## config.mk

```make
export PLATFORM = sky130hd
export DESIGN_NAME = piso_param
export DESIGN_NICKNAME = d
export VERILOG_FILES = /design/src/rtl/piso_param.sv
export SDC_FILE = /design/constraint.sdc
export NUM_CORES = 1
export LEC_CHECK = 0
export ABC_AREA = 1
export CORE_MARGIN = 10
export CORE_UTILIZATION = 51
export DETAILED_ROUTE_END_ITERATION = 6
export GPL_TIMING_DRIVEN = 0
export PLACE_DENSITY_LB_ADDON = 0.15
export SYNTH_ARGS = -nofsm -noshare
export SYNTH_HDL_FRONTEND = slang
export SYNTH_SLANG_ARGS = --single-unit
```

## constraint.sdc

```tcl
create_clock -name clk -period 2.3 [get_ports clk]
set_clock_uncertainty 0.2 [all_clocks]
set_input_delay 0.345 -clock clk [delete_from_list [all_inputs] [get_ports clk]]
set_output_delay 0.345 -clock clk [all_outputs]
set_load 0.01 [all_outputs]
```

## src/rtl/piso_param.sv

```systemverilog
// Parametrised parallel-in/serial-out shifter with ready/valid framing,
// last-bit marker, stall, bubble-free reload and a sticky overrun flag.
module piso_param #(
   parameter int WIDTH     = 8,
   parameter bit MSB_FIRST = 1'b1
) (
   input  logic             clk,
   input  logic             rst,
   input  logic [WIDTH-1:0] i,
   input  logic             l,
   input  logic             en,
   output logic             ready,
   output logic             o,
   output logic             o_valid,
   output logic             last,
   output logic             err
);

   localparam int CW = $clog2(WIDTH);
   localparam logic [CW-1:0] CNT_MAX = CW'(WIDTH - 1);

   typedef enum logic {
      IDLE,
      SHIFT
   } state_t;

   state_t           state;
   logic [WIDTH-1:0] shreg;
   logic [WIDTH-1:0] shreg_nxt;
   logic [CW-1:0]    cnt;
   logic             at_end;
   logic             take;
   logic             head;

   assign at_end = (cnt == CNT_MAX);

   // ready never looks at l, so a producer may derive l from ready
   assign ready = !rst && ((state == IDLE) || (en && at_end));
   assign take  = l && ready;

   assign head = MSB_FIRST ? shreg[WIDTH-1] : shreg[0];

   assign shreg_nxt = MSB_FIRST ? {shreg[WIDTH-2:0], 1'b0}
                                : {1'b0, shreg[WIDTH-1:1]};

   assign o_valid = (state == SHIFT);
   assign o       = o_valid && head;
   assign last    = o_valid && at_end;

   always_ff @(posedge clk) begin
      if (rst) begin
         state <= IDLE;
         shreg <= '0;
         cnt   <= '0;
         err   <= 1'b0;
      end else begin
         if (l && !ready) begin
            err <= 1'b1;
         end
         unique case (state)
            IDLE: begin
               if (take) begin
                  shreg <= i;
                  cnt   <= '0;
                  state <= SHIFT;
               end
            end
            SHIFT: begin
               if (en) begin
                  if (!at_end) begin
                     shreg <= shreg_nxt;
                     cnt   <= cnt + 1'b1;
                  end else if (l) begin
                     shreg <= i;
                     cnt   <= '0;
                  end else begin
                     shreg <= '0;
                     cnt   <= '0;
                     state <= IDLE;
                  end
               end
            end
            default: begin
               state <= IDLE;
            end
         endcase
      end
   end

endmodule

```

==> results of run 1 <==
layer usage:
layer / share of wire / up-vias
met4: 0.011 / 0
met1: 0.44 / 306
met5: 0 / -
met2: 0.48 / 22
li1: - / 376
met3: 0.072 / 2
worst max-delay path by stage:
stage	depth (start not counted)	slack [ns]	endpoint	start
2_1_floorplan	4	0.74	ready	cnt[0]
3_3_place_gp	4	0.10	ready	en
3_5_place_dp	4	0.1	ready	en
4_1_cts	5	0.09	last	cnt[0]
5_1_grt	5	0.03	last	cnt[0]
6_report	5	0.09	last	cnt[0]
worst max-delay path, delay by kind of cell (launching register included):
family | cells | cell delay (ns)
and+or+nand+nor | 1 | 0.05
buffers and inverters | 2 | 0.60
DFF | 1 | 0.36
adders and majority gates | 2 | 0.38
power breakdown:
part,total [mW],internal [mW],switching (mW)
combinational,0.111,0.0533,0.0579
clock,0.137,0.0670,0.0699
sequential,0.253,0.242,0.0112
layout make-up:
class	instances	area (um2)
Clock buffer	4	26.3
Fill cell	116	384
Sequential cell	13	260
Multi-Input combinational cell	80	395
Timing Repair Buffer	16	159
Inverter	14	57.6
Buffer	2	16.3
Tap cell	15	18.8
through the flow:
stage / setup slack, ns / power (mW) / utilization / hold WS (ns) / area [um2]
2_1_floorplan: 0.737 / 0.327 / - / 0.214 / 717
3_5_place_dp: 0.0999 / 0.372 / 0.680 / 0.266 / 896
3_3_place_gp: 0.101 / 0.368 / 0.680 / 0.247 / 896
6_report: 0.0922 / 0.501 / 0.708 / 0.276 / 933
4_1_cts: 0.0861 / 0.508 / 0.708 / 0.286 / 933
5_1_grt: 0.0336 / 0.528 / 0.708 / 0.307 / 933
layout by cell type (no fill, tap or decap), drive strengths merged:
cell and instances:
a21oi 4, buf 2, clkbuf 4, clkdlybuf4s50 15, clkinv 1, dfxtp 13, dlygate4sd2 1, ha 2
inv 13, nand2 41, nand3 10, nor2 21, o21a 1, o21ai 1
registers in the layout (all words and copies together) (netlist names):
register,cells
err,1
shreg,8
o_valid,1
cnt,3
cell families (layout without fill, tap and decap cells):
kind of cell / count (synthesis) / after routing / synth area share
simple gates: 72 / 72 / 0.454
buf+inv: 16 / 36 / 0.103
flops: 13 / 13 / 0.363
compound gates: 6 / 6 / 0.0454
fa+ha+maj: 2 / 2 / 0.0349
==> summary.md, run 1 <==
| Metric | Value |
|---|---|
| Run status | `complete, no violations` |
| Hold path cells | `1` |
| Final antenna diode count | `0` |
| Met3 layer usage reported by global route | `0.0288` |
| Placer congestion estimate | `0.749` |
| Maximum fanout count along the critical path | `5` |
| Number of instances in the synthesized netlist | `109` |
| Antenna-violating nets left | `0` |
| Tot GR Track Use | `0.0926` |
| Avg Vias per Cell | `4.90` |
| Unrepaired setup endpoints after global routing | `false` |
| Endpoint kind of the worst setup timing path | `output port` |
| DRC errors left | `0` |
| Critical Path Max Stage Delay | `0.53 ns` |
| Count of warnings emitted by yosys | `0` |
| GR peak layer | `met2` |
| Max_cap viols | `0` |
| Largest net degree at the start of global routing | `11` |
| Synth unique cells | `17` |
| Final number of hold-violating endpoints | `0` |
| Library cell used as clock root buffer | `clkbuf_4` |
| Fraction of layout cells with a size suffix above 1 | `0.116` |
| Final Critical Period | `2.21 ns` |
| Slew of the pin with the lowest slew margin | `0.344 ns` |
| GR Overflow Total | `0` |
| Final worst-path cycle share | `0.960` |
| Hold-fix buffers, CTS | `0` |
| Vias in the first global route | `626` |
| Synth-to-layout area growth | `30.2%` |
| Most frequent cells after synthesis | `39 x nand2_1, 17 x nor2_1, 13 x dfxtp_1, 12 x inv_1, 9 x nand3_1` |
| Hold Startpoint | `err` |
| Cts bufs inserted | `3` |
| Detailed router's first-iteration violation count | `13` |
| Max-Slew Margin vs Limit | `0.770` |
| Net total in the final layout | `144` |
| Die Ht | `57.5 um` |
| Setup Crit Path Kind | `reg -> out` |
| Maximum level of the CTS H-tree | `1` |
| Worst reg-to-reg setup slack | `0.66 ns` |
| Data arrival at the endpoint of the critical path | `1.66 ns` |
| Cell Chain, Critical Path | `ha_1 > ha_4 > nand2_1 > inv_1 > clkdlybuf4s50_1` |
| Mean instance size in the synthesized netlist | `6.58 um2` |
| Global-route wire length before repair | `2570 um` |
| Buffers from clock root to sink, at most | `2` |
| Data required time at the worst endpoint | `1.75 ns` |
| Count of pins over their slew limit | `0` |
| Total Negative Setup Slacks | `0 ns` |
| Max Fclk | `453 MHz` |
| Synth top area share | `0.363` |
| Number of resized instances in the post-cts repair step | `3` |
| Initial cell density of the core | `0.544` |
| Detailed placement HPWL | `1170 um` |
| Clock tree from TritonCTS | `done` |
| Number of non-filler instances in the completed layout | `144` |
| Total iterations of the first detailed-routing run | `4` |
| Post-synthesis cell type with the largest combined area | `dfxtp_1` |
| Routed length per placed instance | `10.5 um` |
| Endpoint of the most critical register-to-register path | `shreg[2]` |
| Worst Hold Endpoint | `err` |
| Count of clock tree sinks | `13` |
| Pwr per Cell Area | `537 mW/mm2` |
| Antenna violations before repair | `0` |
| Leakage power figure | `0.463 nW` |
| Most instantiated flip-flop cell in the synthesis netlist | `dfxtp_1` |
| Category of the worst setup path launch point | `flop` |
| Clk Latency, worst-skew pair | `0.27 ns` |
| Placeable core region | `0.00132 mm2` |
| Syn nets | `123` |
| Die area | `0.00331 mm2` |
| GR Util met2 | `0.150` |
| Row Count | `13` |
| Count of buffers added by post-CTS timing repair for setup | `0` |
| Overall via count from detail_route | `706` |
| IR drop worst, VDD | `380 uV` |
| Count of final setup violators | `0` |
| Cell Count Post-Placement | `140` |
| Count of buffers from port buffering | `16` |
| Wire length after detailed routing | `1520 um` |
| Clock-pin slew of the registers on the worst-case setup and hold paths | `0.08 ns` |
| Post-synthesis async set-or-reset flop share | `0` |
| Total standard cell area after synthesis | `717 um2` |
| Flip-flop and latch count after synthesis | `13` |
| Number of enable flip-flop cells after synthesis | `0` |
| Top cells by area in the synthesized netlist | `dfxtp_1 36%, nand2_1 20%, nor2_1 8.9%` |
| Number of placed I/O pins | `17` |
| Slowest cell on the critical path | `clkdlybuf4s50_1` |
| Met1 usage | `0.105` |
| Number of cells on the worst reg-to-reg path | `8` |
| Proportion of synthesized chip area in sequential cells | `0.363` |
| Die X | `57.5 um` |
| Most used standard cell by instance count after synthesis | `nand2_1` |
| Reg2reg start | `cnt[0]` |
| Class of the worst hold path | `reg -> reg` |
Power figures use the tool's default switching activity.
==> run 2, diff against run 1 <==
--- a/config.mk
+++ b/config.mk
@@ -8,6 +8,7 @@
 export ABC_AREA = 1
 export CORE_MARGIN = 10
 export CORE_UTILIZATION = 51
+export CTS_CLUSTER_SIZE = 20
 export DETAILED_ROUTE_END_ITERATION = 6
 export GPL_TIMING_DRIVEN = 0
 export PLACE_DENSITY_LB_ADDON = 0.15
==> results of run 2 <==
Same layout as run 1: the final DEF is identical, and so are final timing and power.
==> run 3, diff against run 2 <==
--- a/config.mk
+++ b/config.mk
@@ -8,7 +8,8 @@
 export ABC_AREA = 1
 export CORE_MARGIN = 10
 export CORE_UTILIZATION = 51
-export CTS_CLUSTER_SIZE = 20
+export CTS_BUF_LIST = sky130_fd_sc_hd__clkbuf_8 sky130_fd_sc_hd__clkbuf_16
+export CTS_CLUSTER_SIZE = 28
 export DETAILED_ROUTE_END_ITERATION = 6
 export GPL_TIMING_DRIVEN = 0
 export PLACE_DENSITY_LB_ADDON = 0.15
==> run 3 against run 2 <==
  * Final cell count did not move
  * Clock-buffer cell count is 1 lower
  * Via count down 2.0%
  * Largest cell class unchanged
  * Hold slack worse by 0.0037 ns
==> summary.md, run 3 (same netlist as run 1, synthesis figures left out) <==
| Metric | Value |
|---|---|
| Avg Vias per Cell | `4.81 (-2.0%)` |
| Pre-CTS worst setup slack | `0.0999 ns (unchanged)` |
| Detailed placement HPWL | `1170 um (unchanged)` |
| Clock tree from TritonCTS | `done` |
| Placer congestion estimate | `0.749 (unchanged)` |
| Die Ht | `57.5 um (unchanged)` |
| Placeable core region | `0.00132 mm2 (unchanged)` |
| Final Critical Period | `2.21 ns (-0.000849 ns)` |
| Buffers from clock root to sink, at most | `2 (unchanged)` |
| Overall via count from detail_route | `692 (-2.0%)` |
| Total iterations of the first detailed-routing run | `4 (unchanged)` |
| Die X | `57.5 um (unchanged)` |
| Unrepaired setup endpoints after global routing | `false` |
| Final worst-path cycle share | `0.960 (about the same)` |
| Number of placed I/O pins | `17 (unchanged)` |
| Endpoint kind of the worst setup timing path | `output port` |
| Vias in the first global route | `674 (+7.7%)` |
| Pwr per Cell Area | `587 mW/mm2 (+9.4%)` |
| Count of buffers from port buffering | `16 (unchanged)` |
| DRC errors left | `0 (unchanged)` |
| Largest net degree at the start of global routing | `11 (unchanged)` |
| Max-Slew Margin vs Limit | `0.776 (+0.00568)` |
| Final antenna diode count | `0 (unchanged)` |
| Maximum level of the CTS H-tree | `1 (unchanged)` |
| Area of combinational cells with multiple inputs | `395 um2 (unchanged)` |
| Cell family with most CP delay | `buffers and inverters` |
| Initial cell density of the core | `0.544 (unchanged)` |
| Library cell used as clock root buffer | `clkbuf_8` |
| Run status | `complete, no violations` |
| Count of buffers added by post-CTS timing repair for setup | `0 (unchanged)` |
| Global-route wire length before repair | `2720 um (+5.9%)` |
| Commonest non-fill, non-tap cell in the layout | `nand2_1` |
| Number of fill cells | `115 (-0.86%)` |
| Registers with the most flip-flops | `shreg (8), cnt (3)` |
| Clock-pin slew of the registers on the worst-case setup and hold paths | `0.06 ns (-0.02 ns)` |
| Slew of the pin with the lowest slew margin | `0.336 ns (-0.00850 ns)` |
| Maximum fanout count along the critical path | `5 (unchanged)` |
| Max Fclk | `453 MHz (about the same)` |
| Buf+Inv Stages, Crit Path | `2 (unchanged)` |
| Data required time at the worst endpoint | `1.75 ns (about the same)` |
| Total non-filler cell area in the finished layout | `956 um2 (+2.4%)` |
| Tot GR Track Use | `0.0978 (+0.00525)` |
| Cts bufs inserted | `3 (unchanged)` |
| Count of clock tree sinks | `13 (unchanged)` |
| Post-placement cell area | `896 um2 (unchanged)` |
| Sequential Area | `260 um2 (unchanged)` |
| Die area | `0.00331 mm2 (unchanged)` |
| Max_cap viols | `0 (unchanged)` |
| Class of the worst hold path | `reg -> reg` |
| Antenna violations before repair | `0 (unchanged)` |
| Flip-flop count of the largest register, all copies and words added | `8 (unchanged)` |
| Worst Setup Slack, final | `0.0930 ns (+0.000849 ns)` |
| Slowest cell on the critical path | `clkdlybuf4s50_1` |
| Detailed router's first-iteration violation count | `7 (-6)` |
| Hold-fix buffers, CTS | `0 (unchanged)` |
| Category of the worst setup path launch point | `flop` |
| Leakage power figure | `0.485 nW (+4.7%)` |
| Final number of hold-violating endpoints | `0 (unchanged)` |
| Count of pins over their slew limit | `0 (unchanged)` |
| Count of final setup violators | `0 (unchanged)` |
| Row Count | `13 (unchanged)` |
| IR drop worst, VDD | `407 uV (+7.0%)` |
| Register with the highest flop count | `shreg` |
| Number of resized instances in the post-cts repair step | `2 (-1)` |
| Fraction of layout cells with a size suffix above 1 | `0.116 (unchanged)` |
| Clk Latency, worst-skew pair | `0.24 ns (-0.03 ns)` |
| GR Overflow Total | `0 (unchanged)` |
| Synth-to-layout area growth | `33.3%` |
| Commonest cells after routing, fill and taps aside | `39 x nand2_1, 17 x nor2_1, 15 x clkdlybuf4s50_1` |
| Net total in the final layout | `144 (unchanged)` |
| Antenna-violating nets left | `0 (unchanged)` |
| Total Negative Setup Slacks | `0 ns (unchanged)` |
| Setup Crit Path Kind | `reg -> out` |
| Critical Path Max Stage Delay | `0.56 ns (+0.03 ns)` |
| Wire length after detailed routing | `1670 um (+9.8%)` |
| Cell Chain, Critical Path | `ha_1 > ha_4 > nand2_1 > inv_1 > clkdlybuf4s50_1` |
| Routed length per placed instance | `11.6 um (+9.8%)` |
| Data arrival at the endpoint of the critical path | `1.66 ns (about the same)` |
-- run 3: per-layer routing --
metal	vias to the layer above	routed length (um)	share of wire	global-route usage
li1	371	-	-	-
met1	308	730	0.44	0.106
met2	11	840	0.50	0.167
met3	2	86	0.052	0.0354
met4	0	10	0.0060	0.0403
met5	-	0	0	0
-- run 3: area by class of cell --
| type | count | area share |
|---|---|---|
| Multi-Input combinational cell | 80 | 0.414 |
| Tap cell | 15 | 0.0196 |
| Sequential cell | 13 | 0.272 |
| Inverter | 14 | 0.0602 |
| Clock buffer | 3 | 0.0432 |
| Buffer | 2 | 0.0170 |
| Clock inverter | 1 | 0.00393 |
| Timing Repair Buffer | 16 | 0.170 |
-- run 3: path summary, 6_finish.rpt --
kind / startpoint / end / slack, ns / cells past startpoint
max: cnt[0] / last / 0.09 / 5
min: err / err / 0.27 / 1
max reg2reg: cnt[0] / shreg[3] / 0.66 / 8
min reg2reg: err / err / 0.27 / 1
-- run 3: metrics by stage --
stage | instances | util | hold WS, ns | total power, mW
floorplan | 109 | - | 0.214 | 0.327
global placement | 140 | 0.680 | 0.247 | 0.368
detailed placement | 140 | 0.680 | 0.266 | 0.372
CTS | 144 | 0.724 | 0.280 | 0.567
global route | 144 | 0.726 | 0.301 | 0.588
finish | 144 | 0.726 | 0.273 | 0.561
-- run 3: report_power, final --
group / internal, mW / leakage, nW / switching, mW
Sequential: 0.242 / 0.107 / 0.0114
Clock: 0.117 / 0.0269 / 0.0764
Combinational: 0.0538 / 0.351 / 0.0599
Total: 0.414 / 0.485 / 0.148
-- run 3: worst reg2reg max path, stage by stage, from the launching register on --
cell,delay (ns)
dfxtp_1,0.32
ha_1,0.23
ha_4,0.19
nand2_1,0.06
nand2_1,0.19
nand2_1,0.11
nand2_1,0.06
nor2_1,0.11
nor2_1,0.05
